### src/rtl/pwm_capture.sv
// PWM period / high-time capture with an 8-bit duty ratio.
// Two-flop input sync, edge-to-edge counters, 9-step restoring divide.
module pwm_capture #(
  parameter int CNT_W = 16
) (
  input  logic             clk_16mhz,
  input  logic             rst,
  input  logic             pwm_in,
  output logic [CNT_W-1:0] period,
  output logic [CNT_W-1:0] high_time,
  output logic [7:0]       duty,
  output logic             valid,
  output logic             stuck,
  output logic             overrun
);

  typedef enum logic {IDLE, MEAS} state_t;

  localparam logic [CNT_W-1:0] ONE = {{(CNT_W-1){1'b0}}, 1'b1};
  localparam logic [CNT_W-1:0] CNT_MAX = '1;

  state_t state_q, state_d;

  logic s1_q, s_q, sd_q;
  logic rise;

  logic [CNT_W-1:0] per_q, per_d;
  logic [CNT_W-1:0] hi_q, hi_d;

  logic             busy_q, busy_d;
  logic [3:0]       it_q, it_d;
  logic [CNT_W-1:0] rem_q, rem_d;
  logic [CNT_W-1:0] div_q, div_d;
  logic [CNT_W-1:0] lat_hi_q, lat_hi_d;
  logic [8:0]       num_q, num_d;
  logic [7:0]       quo_q, quo_d;

  logic [CNT_W-1:0] period_q, period_d;
  logic [CNT_W-1:0] high_q, high_d;
  logic [7:0]       duty_q, duty_d;
  logic             valid_q, valid_d;
  logic             stuck_q, stuck_d;
  logic             ovr_q, ovr_d;

  logic [CNT_W-1:0] sh;
  logic             ge;

  assign rise = s_q & ~sd_q;

  // Remainder stays below the divisor, so its top bit
  // shifted out means the shifted value already exceeds it.
  assign sh = {rem_q[CNT_W-2:0], num_q[8]};
  assign ge = rem_q[CNT_W-1] | (sh >= div_q);

  always_comb begin
    state_d  = state_q;
    per_d    = per_q;
    hi_d     = hi_q;
    busy_d   = busy_q;
    it_d     = it_q;
    rem_d    = rem_q;
    div_d    = div_q;
    lat_hi_d = lat_hi_q;
    num_d    = num_q;
    quo_d    = quo_q;
    period_d = period_q;
    high_d   = high_q;
    duty_d   = duty_q;
    valid_d  = 1'b0;
    stuck_d  = stuck_q;
    ovr_d    = ovr_q;

    if (busy_q) begin
      rem_d = ge ? (sh - div_q) : sh;
      num_d = {num_q[7:0], 1'b0};
      quo_d = {quo_q[6:0], ge};
      it_d  = it_q + 4'd1;
      if (it_q == 4'd8) begin
        busy_d   = 1'b0;
        valid_d  = 1'b1;
        period_d = div_q;
        high_d   = lat_hi_q;
        duty_d   = quo_q[7] ? 8'hff : {quo_q[6:0], ge};
        stuck_d  = 1'b0;
      end
    end

    unique case (state_q)
      IDLE: begin
        if (rise) begin
          state_d = MEAS;
          per_d   = ONE;
          hi_d    = ONE;
        end
      end
      MEAS: begin
        if (rise) begin
          if (busy_q) begin
            ovr_d = 1'b1;
          end else begin
            busy_d   = 1'b1;
            it_d     = 4'd0;
            rem_d    = hi_q >> 1;
            num_d    = {hi_q[0], 8'h00};
            quo_d    = 8'h00;
            div_d    = per_q;
            lat_hi_d = hi_q;
          end
          per_d = ONE;
          hi_d  = ONE;
        end else if (per_q == CNT_MAX) begin
          state_d  = IDLE;
          per_d    = '0;
          hi_d     = '0;
          valid_d  = 1'b1;
          period_d = '0;
          high_d   = '0;
          duty_d   = s_q ? 8'hff : 8'h00;
          stuck_d  = 1'b1;
        end else begin
          per_d = per_q + ONE;
          hi_d  = hi_q + {{(CNT_W-1){1'b0}}, s_q};
        end
      end
    endcase
  end

  always_ff @(posedge clk_16mhz) begin
    if (rst) begin
      s1_q     <= 1'b0;
      s_q      <= 1'b0;
      sd_q     <= 1'b0;
      state_q  <= IDLE;
      per_q    <= '0;
      hi_q     <= '0;
      busy_q   <= 1'b0;
      it_q     <= 4'd0;
      rem_q    <= '0;
      div_q    <= '0;
      lat_hi_q <= '0;
      num_q    <= 9'd0;
      quo_q    <= 8'd0;
      period_q <= '0;
      high_q   <= '0;
      duty_q   <= 8'd0;
      valid_q  <= 1'b0;
      stuck_q  <= 1'b0;
      ovr_q    <= 1'b0;
    end else begin
      s1_q     <= pwm_in;
      s_q      <= s1_q;
      sd_q     <= s_q;
      state_q  <= state_d;
      per_q    <= per_d;
      hi_q     <= hi_d;
      busy_q   <= busy_d;
      it_q     <= it_d;
      rem_q    <= rem_d;
      div_q    <= div_d;
      lat_hi_q <= lat_hi_d;
      num_q    <= num_d;
      quo_q    <= quo_d;
      period_q <= period_d;
      high_q   <= high_d;
      duty_q   <= duty_d;
      valid_q  <= valid_d;
      stuck_q  <= stuck_d;
      ovr_q    <= ovr_d;
    end
  end

  assign period    = period_q;
  assign high_time = high_q;
  assign duty      = duty_q;
  assign valid     = valid_q;
  assign stuck     = stuck_q;
  assign overrun   = ovr_q;

endmodule

### config.mk
export PLATFORM = sky130hd
export DESIGN_NAME = pwm_capture
export DESIGN_NICKNAME = d
export VERILOG_FILES = /design/src/rtl/pwm_capture.sv
export SDC_FILE = /design/constraint.sdc
export NUM_CORES = 1
export LEC_CHECK = 0
export ABC_AREA = 1
export BUFFER_PORTS_ARGS = -buffer_cell sky130_fd_sc_hd__buf_4
export CAP_MARGIN = 20
export CORE_ASPECT_RATIO = 1.4
export CORE_MARGIN = 4
export CORE_UTILIZATION = 40
export CTS_BUF_LIST = sky130_fd_sc_hd__clkbuf_2
export DETAILED_ROUTE_END_ITERATION = 8
export GPL_ROUTABILITY_DRIVEN = 0
export GPL_TIMING_DRIVEN = 0
export HOLD_SLACK_MARGIN = 0.03
export MAX_ROUTING_LAYER = met4
export PLACE_DENSITY = 0.62
export SLEW_MARGIN = 40
export SYNTH_ARGS = -nofsm -noshare
export SYNTH_HDL_FRONTEND = slang
export SYNTH_SLANG_ARGS = --single-unit
### constraint.sdc
create_clock -name clk_16mhz -period 2.81 [get_ports clk_16mhz]
set_input_delay 0.562 -clock clk_16mhz [delete_from_list [all_inputs] [get_ports clk_16mhz]]
set_output_delay 0.562 -clock clk_16mhz [all_outputs]
set_load 0.01 [all_outputs]
## After elaboration in Yosys (flattened, before gate mapping)

Cells that the tools add are included.

- $add $sub $neg: 4
- Order comparisons: 1
- Eq/ne operators: 3
- Muxes and demuxes: 60
- Bitwise gates (word level): 5
- Reductions and logical operators: 2

Operators with widths:

| cell | number |
|---|---|
| 2-to-1 mux 16 bit | 20 |
| 2-to-1 mux 8 bit | 11 |
| case mux 16 bit (2 select lines) | 2 |
| 2-to-1 mux 9 bit | 4 |
| 2-to-1 mux 1 bit | 18 |
| adder 16 x 1 -> 16 bit | 1 |
| adder 16 x 1 -> 16 bit, second input constant | 1 |
| == test 16 bit, second input constant | 1 |
| greater-or-equal comparator 16 bit | 1 |
| 2-to-1 mux 4 bit | 4 |
| subtractor 16 bit | 1 |
| AND reduction 3 bit | 2 |
| adder 4 x 1 -> 4 bit, second input constant | 1 |
| == test 4 bit, second input constant | 1 |
| NOT 1 bit | 3 |
| inequality test 2 bit, second input constant | 1 |
| case mux 1 bit (2 select lines) | 1 |
| AND 1 bit | 1 |
| bitwise OR 1 bit | 1 |

- Flip-flop bits (word level): 149
- Bits of input ports: 3
- Output and inout port bits: 43
- Word-level logic and storage cells: 94

## Longest topological paths before layout

- Word-level depth: 8
- Mapped depth: 14
- Mapped depth without buffers: 14

## Least setup slack after synthesis

OpenSTA, ideal clock, no wires.

- Path type: reg2reg
- Start: register num_q[8]
- End: register rem_q[7]
- Library setup time: 0.132 ns
- Data arrival time: 1.919 ns
- Data required time: 2.678 ns
- Path slack: 0.758 ns
- Cell stages (with the launch flop): 15
- Buffers on the path: 1
- Clock period less this slack: 2.052 ns
- Cells stage by stage: dfxtp_1 inv_1 ha_1 fa_1 inv_1 nand3_1 nand2_1 nand2_1 nand3_1 nand2_2 nand2_2 buf_4 nand2_1 nand3_1 a21oi_1

- Cells in the longest elaborated chain, start to end: 7
- Elaborated cells on any way between the ends: 8
- Classes of those cells: add/sub: 1; order compare: 1; mux: 5; bitwise: 1

RTL lines:

| item | line | text |
|---|---|---|
| start, declared | 35 | `logic [8:0] num_q, num_d;` |
| start signal, assigned | 161 | `num_q <= num_d;` |
| greater-or-equal comparator 16 bit | 53 | `assign ge = rem_q[CNT_W-1] \| (sh >= div_q);` |
| bitwise OR 1 bit | 53 |  |
| 2-to-1 mux 16 bit * | 74 | `rem_d = ge ? (sh - div_q) : sh;` |
| 2-to-1 mux 16 bit * | 73 | `if (busy_q) begin` |
| 2-to-1 mux 16 bit | 98 | `if (busy_q) begin` |
| 2-to-1 mux 16 bit | 97 | `if (rise) begin` |
| 2-to-1 mux 16 bit * | 88 | `unique case (state_q)` |
| end signal, assigned | 158 | `rem_q <= rem_d;` |
| end, declared | 32 | `logic [CNT_W-1:0] rem_q, rem_d;` |

Every way passes the cells marked *; elsewhere a longest branch is shown, timed or not.
A chain may end at the register's enable or synchronous reset.

## Worst setup path after layout

- Start: register num_q[8]
- End: register rem_q[1]

Same word-level chain as after synthesis.

==> summary.md <==
| Metric | Value |
|---|---|
| Sequential Area | 2983 µm² |
| Floorplan Core Area | around 19000 µm² |
| Yosys synthesis warning count | 0 |
| Vias in the first global route | 6786 |
| Depth of the CTS H-tree | 4 |
| Number of failing hold endpoints at the final stage | 0 |
| Overall global routing resource usage | 0.2107 |
| Drt drc | 0 |
| Number of max-slew violations in the final report | 0 |
| Fill cell total of the finished layout | 1975 |
| Pin slew with the least headroom to its limit | 721.5 ps |
| Worst hold slack after final layout | 424.7 ps |
| # rows | between 50 and 60 |
| Post-synthesis to final-layout area growth | 11.96% |
| Share of synthesized cell area in full adder, half adder and majority cells | 0.03857 |
| TritonCTS sink count | 149 |
| Number of flip-flops and latches in the synthesized netlist | 149 |
| DR iter-0 viols | ~360 |
| CP cell instances | inv_1, ha_1, fa_1, inv_1, nand3_1, nand2_1, nand2_1, nand3_1, nand2_2, nand2_2, buf_4, nand2_1, nand3_1, a21oi_1 |
| Remaining global-route overflow | 0 |
| Clock tree from TritonCTS | yes |
| Clock Skew | about 29 ps |
| PnR Total Power | 3.841 mW |
| Total buffers and inverters traversed by the critical path | 3 |
| Sum of routed wire length over all layers | roughly 22 mm |
| Library cell with the highest instance count after synthesis | nand2_1 |
| Unrepaired setup endpoints after global routing | no |
| Category of the critical setup timing path | flop to flop |
| Most frequent cells after synthesis | nand2_1 (267), inv_1 (192), dfxtp_1 (149) |
| Time the final worst path needs with I/O delays and setup | 2471 ps |
| Crit path capture type | flop |
| Initial antenna violation count | 1 |
| Clock transition at path regs | about 230 ps |
| Cell taking the most area after synthesis | dfxtp_1 |
| Share of synthesized cell area in and, or, nand and nor gates | 0.2638 |
| Post-CTS Setup Repair Bufs | 0 |
| Max rail drop VDD | ~0.00024 V |
| Sequential-to-total area share from yosys stat | 0.3897 |
| Leakage power | 3.823 nW |
| Ys async rst share | 0 |
| Routed wire per std cell | 15.33 µm |
| Number of distinct library cells after synthesis | 44 |
| Quantity of gates resized following cts | 0 |
| Top post-synthesis cells by area | dfxtp_1 (39%), nand2_1 (13%), inv_1 (9.4%) |
| Vias per Instance | 4.981 |
| Fmax | 0.4047 GHz |
| Multi-input gate area | 3699 µm² |
| Fraction of synthesized cell area in xor and xnor cells | 0.02059 |
| Quantity of hold-fixing buffers added after cts | 1 |
| Largest net degree at the start of global routing | 17 |
| Maximum fanout encountered on the critical timing path | 10 |
| Routed Antenna Nets | 0 |
| Y dimension of the die | 171.7 µm |
| Arrival time at the worst endpoint | 3110 ps |
| Data required time at the worst endpoint | 3440 ps |
| First-pass detailed-route iteration total | 6 |
| Later-pin clock latency in the skew report | between 700 and 800 ps |
| CTS Buffer Depth | 2 |
| Post-route clock period utilization | 0.8794 |
| Slew margin rel. | 0.5190 |
| Power per standard cell area | 448.1 nW/µm² |
| Horizontal extent of the die | roughly 120 µm |
| Outcome | complete, no violations |
| Post-synth EDFFs | 0 |
| Dominant combinational cell family by area after synthesis | simple AND/OR/NAND/NOR gates |
| Library cell contributing the largest single delay on the critical path | fa_1 |
| Max-capacitance violation count | 0 |
| First-pass GRT wire length | about 35 mm |
| Sum Neg Setup Slack | 0 ps |
| Share of post-route cells with drive strength above 1 | 0.1240 |
| Synth Instances | around 1100 |
| Crit path max-delay family | simple AND/OR/NAND/NOR gates |
| Post-layout net count | 1182 |
| Share of the synthesized area in the top cell type | 0.3897 |
| Average instance area after synthesis | about 7.0 µm² |
| Post-synthesis instance area | 7655 µm² |
| Worst min path class | flop to flop |
| Number of CTS-inserted buffers | 17 |
| Kind of launch point of the worst setup path | flop |
| Clock Tree Root | clkbuf_2 |
| Boundary pin count | 46 |
| Compound-gate portion of the synthesized area | 0.1602 |
| Final setup viols | 0 |
| Number of buffers inserted by port buffering | 44 |
| Most instantiated flip-flop cell in the synthesis netlist | dfxtp_1 |
| Vias post-DR | between 7000 and 8000 |
| Worst stage delay on the critical path | roughly 410 ps |
| Die footprint | around 21000 µm² |
| Mux cell area share after synthesis | 0 |
| Detailed placement HPWL | 17.07 mm |
| Effective utilization at floorplan | 0.4099 |
| Syn_nets | 1118 |
[sequential cells by signal, indices dropped and copies added, names as in the netlist, 4 cells and up]
signal	cells
it_q	4
rem_q	16
period	16
div_q	16
high_time	16
lat_hi_q	16
quo_q	8
num_q	9
duty	8
hi_q	16
per_q	16
[cell usage in the layout, fill, tap and decap left out, types with 3 or more instances in the layout]
| cell | count |
|---|---|
| buf_1 | 3 |
| clkbuf_2 | 19 |
| nand4_1 | 14 |
| o22a_1 | 6 |
| ha_1 | 22 |
| nand3_2 | 8 |
| a21oi_2 | 7 |
| nand2_1 | 267 |
| or2_1 | 4 |
| xnor2_1 | 5 |
| nor2_2 | 3 |
| o22ai_1 | 20 |
| clkbuf_1 | 24 |
| o21ai_1 | 4 |
| nor2_1 | 52 |
| o21ai_0 | 36 |
| buf_4 | 46 |
| a21oi_1 | 82 |
| nand3_1 | 75 |
| dfxtp_1 | 149 |
| xor2_1 | 13 |
| inv_2 | 8 |
| o2111ai_1 | 34 |
| or2_2 | 5 |
| clkinv_4 | 4 |
| buf_2 | 16 |
| bufinv_16 | 3 |
| nor3_1 | 7 |
| nand2_2 | 9 |
| inv_1 | 192 |
| and2_1 | 3 |
| nor3_4 | 3 |
[worst min-delay path: cells and delay by family (launching register included)]
kind | cells | cell delay (ps)
flops | 1 | 350
simple gates | 1 | 30
buf+inv | 1 | 40
[cell families after synthesis]
kind of cell | Yosys count
and+or+nand+nor | 454
AOI/OAI and AO/OA | 199
xor gates and xnor gates | 18
DFF | 149
adders and majority gates | 23
buffers and inverters | 249
[routing by layer]
metal	global-route usage	up-vias	share of wire
li1	-	3656	-
met1	0.2372	3229	0.42
met2	0.3818	128	0.52
met3	0.02796	30	0.030
met4	0.07972	0	0.025
met5	-	-	0
[through the flow]
step / setup slack, ps / cell area [µm²] / instances / util
after floorplan: 758.4 / 7655 / 1092 / -
after global placement: 386.4 / 8290 / 1380 / 0.4439
after detailed placement: 339.8 / 8290 / 1380 / 0.4439
after CTS: 329.1 / 8568 / 1413 / 0.4588
after global routing: 125.0 / 8571 / 1414 / 0.4589
final: 338.9 / 8571 / 1414 / 0.4589
[where the power goes]
part           internal [mW]  total [mW]  switching [mW]
registers               2.13        2.14          0.0102
clock network          0.515        1.35           0.836
logic                  0.104       0.350           0.246
[cell type report]
cell class / count / area share
Timing Repair Buffer: 45 / 0.03971
Clock inverter: 14 / 0.02073
Clock buffer: 18 / 0.01051
Antenna cell: 1 / 0.0002920
Multi-Input combinational cell: 694 / 0.4315
Inverter: 202 / 0.08876
Buffer: 47 / 0.02482
Tap cell: 244 / 0.03562
Sequential cell: 149 / 0.3480
[worst paths after layout]
kind                                 end  startpoint  depth (start not counted)  slack [ps]
worst min register to register       s_q        s1_q                          2         420
worst max-delay path            rem_q[1]    num_q[8]                         14         340
worst max register to register  rem_q[1]    num_q[8]                         14         340
worst min-delay path                 s_q        s1_q                          2         420
No activity file was read; power rests on OpenSTA's default activity.
